$ cat config.mk
export PLATFORM = sky130hd
export DESIGN_NAME = wb_text_blit
export DESIGN_NICKNAME = d
export VERILOG_FILES = /design/src/rtl/wb_text_blit.sv
export SDC_FILE = /design/constraint.sdc
export NUM_CORES = 1
export LEC_CHECK = 0
export ABC_AREA = 1
export BUFFER_PORTS_ARGS = -buffer_cell sky130_fd_sc_hd__buf_2
export CAP_MARGIN = 25
export CORE_ASPECT_RATIO = 0.9
export CORE_MARGIN = 4
export CORE_UTILIZATION = 56
export DETAILED_ROUTE_END_ITERATION = 10
export PLACE_DENSITY_LB_ADDON = 0.2
export SLEW_MARGIN = 10
export SYNTH_ARGS = -nofsm -noshare
export SYNTH_HDL_FRONTEND = slang
export SYNTH_SLANG_ARGS = --single-unit
$ cat constraint.sdc
create_clock -name clk -period 3.25 [get_ports clk]
set_clock_uncertainty 0.15 [all_clocks]
set_input_delay 0.4875 -clock clk [delete_from_list [all_inputs] [get_ports clk]]
set_output_delay 0.4875 -clock clk [all_outputs]
set_load 0.005 [all_outputs]
$ cat src/rtl/wb_text_blit.sv
// wb_text_blit: Wishbone-driven clear/scroll engine for the 80x30 text character RAM.
module wb_text_blit #(
    parameter int COLS = 80,
    parameter int ROWS = 30
) (
    input  logic        clk,
    input  logic        rst,
    input  logic [7:0]  wb_adr_i,
    input  logic [7:0]  wb_dat_i,
    output logic [7:0]  wb_dat_o,
    input  logic        wb_cyc_i,
    input  logic        wb_stb_i,
    input  logic        wb_we_i,
    output logic        wb_ack_o,
    output logic [11:0] ram_addr,
    output logic        ram_we,
    output logic [15:0] ram_wdata,
    input  logic [15:0] ram_rdata,
    output logic        busy_o,
    output logic        done_o
);
    localparam logic [11:0] LAST  = 12'(COLS * ROWS - 1);
    localparam logic [11:0] SLAST = 12'(COLS * ROWS - COLS - 1);
    localparam logic [11:0] CO    = 12'(COLS);

    typedef enum logic [2:0] {IDLE, CLR, SRD, SWR, FILL, FIN} state_t;
    state_t      state, state_n;
    logic [11:0] ptr, ptr_n, addr_n;
    logic [15:0] fill_q, wdata_r, wdata_n;
    logic [7:0]  fill_char, fill_attr, rd_mux;
    logic [3:0]  a;
    logic        req, wr, rd_st, cmd_ok, accept, we_n, wd_sel, st_done, st_err;
    logic        unused_adr;

    assign unused_adr = ^wb_adr_i[7:4];
    assign a      = wb_adr_i[3:0];
    assign req    = wb_cyc_i & wb_stb_i & ~wb_ack_o;
    assign wr     = req & wb_we_i;
    assign rd_st  = req & ~wb_we_i & (a == 4'h3);
    assign cmd_ok = wr && a == 4'h0 && (wb_dat_i == 8'h01 || wb_dat_i == 8'h02);
    assign accept = cmd_ok && state == IDLE;
    assign busy_o = state != IDLE;
    assign done_o = state == FIN;
    // scroll writes forward the sync-RAM read data in the same cycle it arrives
    assign ram_wdata = wd_sel ? ram_rdata : wdata_r;
    assign rd_mux = a == 4'h1 ? fill_char :
                    a == 4'h2 ? fill_attr :
                    a == 4'h3 ? {5'b0, st_err, st_done, busy_o} :
                    a == 4'h4 ? 8'h01 : 8'h00;

    always_comb begin
        state_n = state;
        ptr_n   = ptr;
        case (state)
            IDLE: if (accept) begin
                state_n = wb_dat_i[0] ? CLR : SRD;
                ptr_n   = '0;
            end
            CLR, FILL: if (ptr == LAST) state_n = FIN; else ptr_n = ptr + 12'd1;
            SRD: state_n = SWR;
            SWR: begin
                state_n = ptr == SLAST ? FILL : SRD;
                ptr_n   = ptr + 12'd1;
            end
            FIN: begin
                state_n = IDLE;
                ptr_n   = '0;
            end
            default: state_n = IDLE;
        endcase
        // RAM outputs are registered, so they are derived from the next state
        we_n    = state_n == CLR || state_n == SWR || state_n == FILL;
        addr_n  = state_n == SRD ? ptr_n + CO : (we_n ? ptr_n : '0);
        wdata_n = (state_n == CLR || state_n == FILL) ? (accept ? {fill_attr, fill_char} : fill_q) : '0;
    end

    always_ff @(posedge clk or posedge rst) begin
        if (rst) begin
            state     <= IDLE;
            ptr       <= '0;
            ram_addr  <= '0;
            ram_we    <= 1'b0;
            wdata_r   <= '0;
            wd_sel    <= 1'b0;
            wb_ack_o  <= 1'b0;
            wb_dat_o  <= '0;
            fill_char <= 8'h20;
            fill_attr <= 8'h07;
            fill_q    <= '0;
            st_done   <= 1'b0;
            st_err    <= 1'b0;
        end else begin
            state    <= state_n;
            ptr      <= ptr_n;
            ram_addr <= addr_n;
            ram_we   <= we_n;
            wdata_r  <= wdata_n;
            wd_sel   <= state_n == SWR;
            wb_ack_o <= req;
            if (req & ~wb_we_i) wb_dat_o <= rd_mux;
            if (wr && a == 4'h1) fill_char <= wb_dat_i;
            if (wr && a == 4'h2) fill_attr <= wb_dat_i;
            if (accept) fill_q <= {fill_attr, fill_char};
            st_done <= (state == FIN) | (st_done & ~rd_st);
            st_err  <= (cmd_ok & ~accept) | (st_err & ~rd_st);
        end
    end
endmodule

==> results.cfg <==
[finish]
syn_to_final_growth_pct = 15.6
multi_input_area_sq_um = 1780
antennaDiodeCount = 0
seq_area_sq_um = 2210
layout_commonest_cell = nand2_1
final_nets = 624
n_fill_cell = 634
drive_above_1_share_pct = 28.3
final_cell_mix = 104 x nand2_1, 84 x dfrtp_1, 81 x inv_1

[clock_tree]
cts_resized = 0
hold_buffers = 0
numClockSinks = 88
clkSlewWorstSetupHoldPaths_ns = 0.09
cts_setup_buffers = 0
htree_levels = 3
cts_tree = done
cts-root-buf = clkbuf_8
cts_made_buffers = 9
clock_path_buffers = 2
clock_latency_ns = 0.36

[logic_synthesis]
syn_avg_cell_area_sq_um = 8.65
synthFlopType = dfrtp_1
synth_area_sq_um = 4390
synth.distinct_cells = 44
yosysSeqAreaShare_pct = 50.3
synth_edf_count = 0
synth_top_area_cell = dfrtp_1
synth_top_area_share_pct = 47.9
synth_area_leaders = dfrtp_1 48%, nand2_1 8.9%, inv_1 7.0%, o21ai_0 4.8%, mux2_2 4.1%
ys_ff_latch = 88
syn-num-nets = 546
yosysWarnings = 0
synth-async-reset-ratio_pct = 100
syn_inst = 507

[global_route]
track_usage_pct = 21.2
grt_antenna_before_repair = 0
grt_max_degree = 45
grt_pass1_wl_um = 15600
grt-ovfl-total = 0
grt_pass1_vias = 3297

[drt]
drc = 0
dr.pass1.iters = 5
drtAntennaViolNets = 0
wl_met2_um = 4000
routed_via_density = 5.13
wl_met3_um = 689
wl_per_cell_um = 13.4
wl_um = 9190
drt-initial-drc-count = 241
highest_layer = met4
wl_met1_um = 4400
vias = 3520

[timing]
final_min_period_over_clock_period_pct = 73.5
min_period_ns = 2.39
max_slew_margin_pct = 50.8
setup-tns-final_ns = 0
setup_viol = 0
tightest_slew_ns = 0.737
timing_hold_violations_final = 0
fmax_ghz = 0.418
rsz0062_at_grt = false
drv_slew = 0

[pwr]
irDropWorstVdd_v = 0.000375
p_leak_uw = 0.00264
p_total_uw = 2110
power.density_nw_per_um2 = 416

[place]
place_hpwl_um = 6970
port_buffers = 72
gp_congestion = 0.889

[setup_path]
cp_max_fo = 7
worstPathRequired_ns = 3.36
start_kind = flop
critPathCaptureType = flop
arrival_ns = 2.50
path_class = flop to flop

[floorplan]
core_area_sq_um = 7580
die_h_um = 92.0
dieArea_sq_um = 9310
ios = 77
rows = 30
die_w_um = 101
start_util_pct = 57.8

[job]
maxCapViolCount = 0

[outcome]
outcome = finished, final reports clean

[min_path]
hold_path_class = primary input to async pin
==> sequential cells by signal (all words and copies together) (netlist names), 3 cells and up <==
register	flops
fill_q	16
state	3
ptr	12
wb_dat_o	8
wdata_r	16
ram_addr	12
fill_attr	8
fill_char	8
==> cells in the mapped netlist, types with 6 or more instances <==
library cell / number
clkbuf_1: 7
dfrtp_1: 84
nand3_1: 23
a21oi_1: 6
o21ai_0: 42
nand2_1: 104
nor2_4: 9
nor2_1: 43
inv_1: 82
mux2_2: 16
nor2_2: 7
inv_2: 9
nand2_2: 10
nor3_1: 8
==> final timing paths <==
kind	startpoint	to	slack, ns	cells after the start
max in group asynchronous	rst	fill_attr[2]$_DFFE_PP1P_	2.14	3
max	state[2]$_DFF_PP0_	ram_addr[10]$_DFF_PP0_	0.86	15
min reg2reg	wb_ack_o$_DFF_PP0_	wb_ack_o$_DFF_PP0_	0.34	1
min	rst	ram_addr[3]$_DFF_PP0_	0.07	2
min in group clk	wb_cyc_i	wb_ack_o$_DFF_PP0_	0.22	3
max reg2reg	state[2]$_DFF_PP0_	ram_addr[10]$_DFF_PP0_	0.86	15
==> where the power goes <==
group / leakage, uW / switching, uW / total (uW) / internal [uW]
sequential: 0.00111 / 29.6 / 1170 / 1140
clock: 0.000105 / 412 / 801 / 388
combinational: 0.00143 / 82.2 / 139 / 56.5
==> cells by family after synthesis <==
group / synth area share (%)
buf+inv: 9.10
flops: 50.3
mux: 4.11
simple gates: 26.4
xor+xnor: 0.400
compound gates: 9.13
fa+ha+maj: 0.571
==> per-stage QoR <==
step                instances  utilization (%)  hold slack, ns  instance area [sq um]  setup slack (ns)
global placement          670             64.1           0.318                   4860             0.827
finish                    686             66.9          0.0664                   5070             0.860
detailed placement        670             64.1           0.323                   4860             0.815
CTS                       686             66.9          0.0825                   5070             0.902
global route              686             66.9           0.123                   5070             0.619
floorplan                 507                -           0.320                   4390             0.341
==> critical path: stages, from the launching register on <==
cell and delay [ns]:
dfrtp_1 0.48, inv_2 0.16, nand2_1 0.06, nand2_1 0.22, nand3_1 0.11, o21ai_0 0.10, nand3_1 0.13, nand2_1 0.17
ha_1 0.17, inv_1 0.04, nand2_1 0.06, nand2_1 0.06, nor2_1 0.14, nand2_1 0.09, nor2_1 0.10, nor2_1 0.05
==> metal layers <==
| layer | track usage (%) | up-vias |
|---|---|---|
| met5 | 0 | - |
| met4 | 6.64 | 0 |
| met3 | 4.64 | 10 |
| met2 | 30.7 | 129 |
| met1 | 31.7 | 1616 |
| li1 | - | 1765 |
==> layout make-up <==
type | count | area share [%]
clock buffers | 10 | 2.71
clock inverters | 6 | 1.48
inverters | 92 | 6.88
multi-input cells | 318 | 35.1
flip-flops and latches | 88 | 43.5
well taps | 96 | 2.37
repair buffers | 76 | 7.94
Note: power is estimated with default switching activity, not from simulation.
